`src/rtl/rst_sequencer.sv`:
```
// Reset release sequencer: waits for both MMCMs to hold lock, then releases
// the rx, tx and system resets in order; any lock loss restarts the sequence.
module rst_sequencer #(
   parameter int SYNC_STAGES        = 2,
   parameter int LOCK_STABLE_CYCLES = 1024,
   parameter int STAGE_GAP_CYCLES   = 16,
   parameter int LOSS_CNT_W         = 8
) (
   input  logic                  clkIn,
   input  logic                  rstIn,
   input  logic                  mmcm0LockedIn,
   input  logic                  mmcm1LockedIn,
   output logic                  rxRstOut,
   output logic                  txRstOut,
   output logic                  sysRstOut,
   output logic                  rstDoneOut,
   output logic [LOSS_CNT_W-1:0] lockLossCntOut
);

   localparam int MAX_CNT = (LOCK_STABLE_CYCLES > STAGE_GAP_CYCLES) ?
                            LOCK_STABLE_CYCLES : STAGE_GAP_CYCLES;
   localparam int CNT_W   = (MAX_CNT > 1) ? $clog2(MAX_CNT) : 1;
   localparam logic [CNT_W-1:0] STABLE_LAST = CNT_W'(LOCK_STABLE_CYCLES - 1);
   localparam logic [CNT_W-1:0] GAP_LAST    = CNT_W'(STAGE_GAP_CYCLES - 1);

   typedef enum logic [2:0] {
      WAIT_LOCK, STABLE, REL_RX, REL_TX, REL_SYS, RUN
   } state_t;

   state_t                 state;
   logic [CNT_W-1:0]       cnt;
   logic [SYNC_STAGES-1:0] sync0;
   logic [SYNC_STAGES-1:0] sync1;
   logic                   lockedSync;

   assign lockedSync = sync0[SYNC_STAGES-1] & sync1[SYNC_STAGES-1];

   always_ff @(posedge clkIn) begin
      if (rstIn) begin
         state          <= WAIT_LOCK;
         cnt            <= '0;
         sync0          <= '0;
         sync1          <= '0;
         rxRstOut       <= 1'b1;
         txRstOut       <= 1'b1;
         sysRstOut      <= 1'b1;
         rstDoneOut     <= 1'b0;
         lockLossCntOut <= '0;
      end else begin
         sync0 <= {sync0[SYNC_STAGES-2:0], mmcm0LockedIn};
         sync1 <= {sync1[SYNC_STAGES-2:0], mmcm1LockedIn};

         if (!lockedSync && state != WAIT_LOCK && state != STABLE) begin
            // Loss after at least one release: re-assert everything and log it.
            state      <= WAIT_LOCK;
            cnt        <= '0;
            rxRstOut   <= 1'b1;
            txRstOut   <= 1'b1;
            sysRstOut  <= 1'b1;
            rstDoneOut <= 1'b0;
            if (lockLossCntOut != '1)
               lockLossCntOut <= lockLossCntOut + LOSS_CNT_W'(1);
         end else begin
            case (state)
               WAIT_LOCK: begin
                  rxRstOut   <= 1'b1;
                  txRstOut   <= 1'b1;
                  sysRstOut  <= 1'b1;
                  rstDoneOut <= 1'b0;
                  cnt        <= '0;
                  if (lockedSync) state <= STABLE;
               end
               STABLE: begin
                  if (!lockedSync) begin
                     state <= WAIT_LOCK;
                     cnt   <= '0;
                  end else if (cnt == STABLE_LAST) begin
                     state    <= REL_RX;
                     cnt      <= '0;
                     rxRstOut <= 1'b0;
                  end else begin
                     cnt <= cnt + CNT_W'(1);
                  end
               end
               REL_RX: begin
                  if (cnt == GAP_LAST) begin
                     state    <= REL_TX;
                     cnt      <= '0;
                     txRstOut <= 1'b0;
                  end else begin
                     cnt <= cnt + CNT_W'(1);
                  end
               end
               REL_TX: begin
                  if (cnt == GAP_LAST) begin
                     state     <= REL_SYS;
                     cnt       <= '0;
                     sysRstOut <= 1'b0;
                  end else begin
                     cnt <= cnt + CNT_W'(1);
                  end
               end
               REL_SYS: begin
                  if (cnt == GAP_LAST) begin
                     state      <= RUN;
                     cnt        <= '0;
                     rstDoneOut <= 1'b1;
                  end else begin
                     cnt <= cnt + CNT_W'(1);
                  end
               end
               RUN: ;
               default: state <= WAIT_LOCK;
            endcase
         end
      end
   end

endmodule
```
`config.mk`:
```
export PLATFORM = sky130hd
export DESIGN_NAME = rst_sequencer
export DESIGN_NICKNAME = d
export VERILOG_FILES = /design/src/rtl/rst_sequencer.sv
export SDC_FILE = /design/constraint.sdc
export NUM_CORES = 1
export LEC_CHECK = 0
export CORE_MARGIN = 2
export CORE_UTILIZATION = 23
export DETAILED_ROUTE_END_ITERATION = 8
export PLACE_DENSITY = 0.41
export SYNTH_ARGS = -nofsm -noshare
export SYNTH_HDL_FRONTEND = slang
export SYNTH_SLANG_ARGS = --single-unit
```
`constraint.sdc`:
```
create_clock -name clkIn -period 2.3 [get_ports clkIn]
set_input_delay 0.345 -clock clkIn [delete_from_list [all_inputs] [get_ports clkIn]]
set_output_delay 0.345 -clock clkIn [all_outputs]
set_load 0.1 [all_outputs]
```
==> run metrics <==
CTS resizes=0; ys async rst share=0%; cell count after synthesis=~160; CP peak stage delay=a little over 0.6 ns; clock root cell=clkbuf_8; unrepaired setup endpoints after global routing=no; io pins=16; WP depth=5; CP arrival=between 1.5 and 2 ns; post-synthesis cell type count=between 40 and 50; Mapped Avg Cell Area=8.742 µm²; dominant cell type by area after synthesis=dfxtp_1; number of vias per cell=between 4 and 5; fin crit share=~79%; Die Width=roughly 81 µm; min-delay src=sync1[0]$_SDFF_PP0_; worst hold margin=0.4403 ns; Port-buffer cells=15; flop and latch count out of synthesis=29; Core Area=~5800 µm²; Worst Hold Depth=1; Clock Tree Buf Depth=2; syn_nets=between 150 and 200; max frequency=approximately 0.55 GHz; largest net degree at the start of global routing=16; clk sinks=29; vias in the first global route=approximately 1200; largest cells by area after synthesis=dfxtp_1 43%, nor2_1 6.3%, xor2_1 4.5%; most common cell in the netlist=dfxtp_1; Starting Density=a little under a quarter; Synth top area share=42.57%; Yosys warning total=0; Overflow after GRT=0; Routability Congestion=roughly 0.73; Layout Skew=approximately 0.0069 ns; Tmin final=about 1.8 ns; drt wl/cell=about 12 µm; CP Launch Type=register; Synth Flop Type=dfxtp_1; Rel. slew slack=63.44%; H-Tree Depth=2; CP cell instances=o2bb2ai_1 > a311oi_1 > nand3_1 > xor2_1 > nor2_1; initial antenna violation count=0; layout cells sized above 1=between 10% and 20%; Die Y=81.01 µm; slowest CP cell=dfxtp_1; Nets=180; GRT Util Overall=between 10% and 20%; maximum VDD drop=between 0.2 and 0.25 mV; data required time at the worst endpoint=2.47 ns; Clock Latency Late Sink=between 0.2 and 0.3 ns; DPL Wire Length=2208 µm; CP top delay family=compound AO/OA/AOI/OAI gates; mapped cell area=1364 µm²; post-cts hold buffer count=0; Pleak=~0.57 nW; # rows=28; Max-Cap Viols=0; post-synthesis sequential area ratio=42.57%; Worst R2R Path Depth=5; DRC=0; HP Class=register to register; endpoints failing setup=0; clock-pin slew on the worst setup and hold paths=about 0.060 ns; Post-synth top cells=29 x dfxtp_1, 23 x nor2_1, 14 x nand2_1; total number of vias=1170; DR iter-0 viols=56; post-route insts no fill=250; Area Overhead vs Synth=21.56%; Max Slew Vio Count=0; final wirelength=roughly 3000 µm; Buffers & Inverters on Critical Path=0; Routed Antenna Nets=0; Final Hold Viols=0; CTS tree=built; Post-synth EDFFs=0; critical path capture point type=register; n_diodes=0; run status=finished, final reports clean; Worst Tran Pin Value=about 0.54 ns; Power Density=between 500 and 600 nW/µm²; DRT Pass-1 Iters=4; post-CTS setup repair buffer count=0; reg-to-reg critical path endpoint=lockLossCntOut[4]$_SDFFE_PP0P_; Inst Count DP=around 240; worst hold endpoint=sync1[1]$_SDFF_PP0_; Setup CP Type=register to register; worst-path maximum fanout=15; Setup TNS=0 ns; r2r setup slk=0.48 ns; first-pass GRT wire length=around 5000 µm; TritonCTS buffer count=5; RR Startpoint=state[1]$_SDFFE_PP0P_; die footprint=about 6600 µm²
## per-layer routing
layer  GRT usage [%]  share of wire (%)  vias to the layer above
li1                -                  -                      593
met1           11.53                 47                      553
met2           17.77                 48                       19
met3           3.000                3.9                        5
met4           4.576                1.5                        0
met5               0                  0                        -
## worst reg2reg max path, cell delays in order (launching register included)
cell and delay, ns:
dfxtp_1 0.62, o2bb2ai_1 0.22, a311oi_1 0.51, nand3_1 0.16, xor2_1 0.15, nor2_1 0.05
## how the worst max path moves through the flow
stage / slack, ns / from / to
2_1_floorplan: 0.15 / lockLossCntOut[0]$_SDFFE_PP0P_ / lockLossCntOut[4]$_SDFFE_PP0P_
3_3_place_gp: 0.44 / rstIn / cnt[9]$_SDFFE_PP0P_
3_5_place_dp: 0.42 / rstIn / cnt[9]$_SDFFE_PP0P_
4_1_cts: 0.49 / cnt[9]$_SDFFE_PP0P_ / sysRstOut$_SDFFE_PP1P_
5_1_grt: 0.25 / state[2]$_SDFFE_PP0P_ / cnt[9]$_SDFFE_PP0P_
6_report: 0.48 / state[1]$_SDFFE_PP0P_ / lockLossCntOut[4]$_SDFFE_PP0P_
## through the flow
step | util (%) | instance area (µm²) | total power, mW | setup WS (ns)
after floorplan | - | 1364 | 0.5276 | 0.1461
after global placement | 26.76 | 1556 | 0.5368 | 0.4414
after detailed placement | 26.76 | 1556 | 0.5374 | 0.4243
after CTS | 28.51 | 1658 | 1.006 | 0.4924
after global routing | 28.51 | 1658 | 1.028 | 0.2518
final | 28.51 | 1658 | 0.9850 | 0.4774
## registers in the layout (all words and copies together), names as in the netlist
| signal | flops |
|---|---|
| cnt | 10 |
| lockLossCntOut | 8 |
| state | 3 |
| sync0 | 2 |
| sync1 | 2 |
| rstDoneOut | 1 |
| rxRstOut | 1 |
| sysRstOut | 1 |
| txRstOut | 1 |
## where the power goes
| group | internal (mW) | switching (mW) |
|---|---|---|
| Clock | 0.270 | 0.190 |
| Combinational | 0.00910 | 0.00896 |
| Sequential | 0.506 | 0.00193 |
## cell type report
| cell class | instances | area, µm² |
|---|---|---|
| Multi-Input combinational cell | 119 | 743.2 |
| Fill cell | 670 | 4158 |
| Sequential cell | 29 | 580.6 |
| Clock buffer | 7 | 96.34 |
| Timing Repair Buffer | 16 | 127.6 |
| Inverter | 3 | 11.26 |
| Tap cell | 75 | 93.84 |
| Clock inverter | 1 | 5.005 |
## cells by family after synthesis
| kind of cell | after synthesis | share of synthesized area, % |
|---|---|---|
| muxes | 3 | 2.202 |
| DFF | 29 | 42.57 |
| xor gates and xnor gates | 13 | 8.349 |
| adders and majority gates | 2 | 1.835 |
| AOI/OAI and AO/OA | 25 | 13.12 |
| buffers and inverters | 8 | 2.936 |
| and+or+nand+nor | 76 | 28.99 |
## layout by cell type (no fill, tap or decap), types with 2 or more instances in the layout
| cell | netlist | routed |
|---|---|---|
| nor2_1 | 23 | 23 |
| a21oi_1 | 4 | 4 |
| nand4_1 | 2 | 2 |
| nand2_1 | 14 | 14 |
| inv_1 | 3 | 3 |
| o22ai_1 | 4 | 4 |
| nand3_1 | 7 | 7 |
| o21ai_0 | 2 | 2 |
| dfxtp_1 | 29 | 29 |
| a311oi_1 | 2 | 2 |
| buf_4 | 0 | 13 |
| nor2b_1 | 5 | 5 |
| and3_1 | 2 | 2 |
| and4_1 | 3 | 3 |
| nand2b_1 | 3 | 3 |
| clkdlybuf4s50_1 | 0 | 3 |
| nor4_1 | 2 | 2 |
| clkbuf_8 | 0 | 7 |
| xnor2_1 | 6 | 6 |
| a21o_1 | 2 | 2 |
| o21a_1 | 2 | 2 |
| nor3_1 | 8 | 8 |
| mux2i_1 | 3 | 3 |
| ha_1 | 2 | 2 |
| xor2_1 | 7 | 7 |
Note: power is estimated with default switching activity, not from simulation.
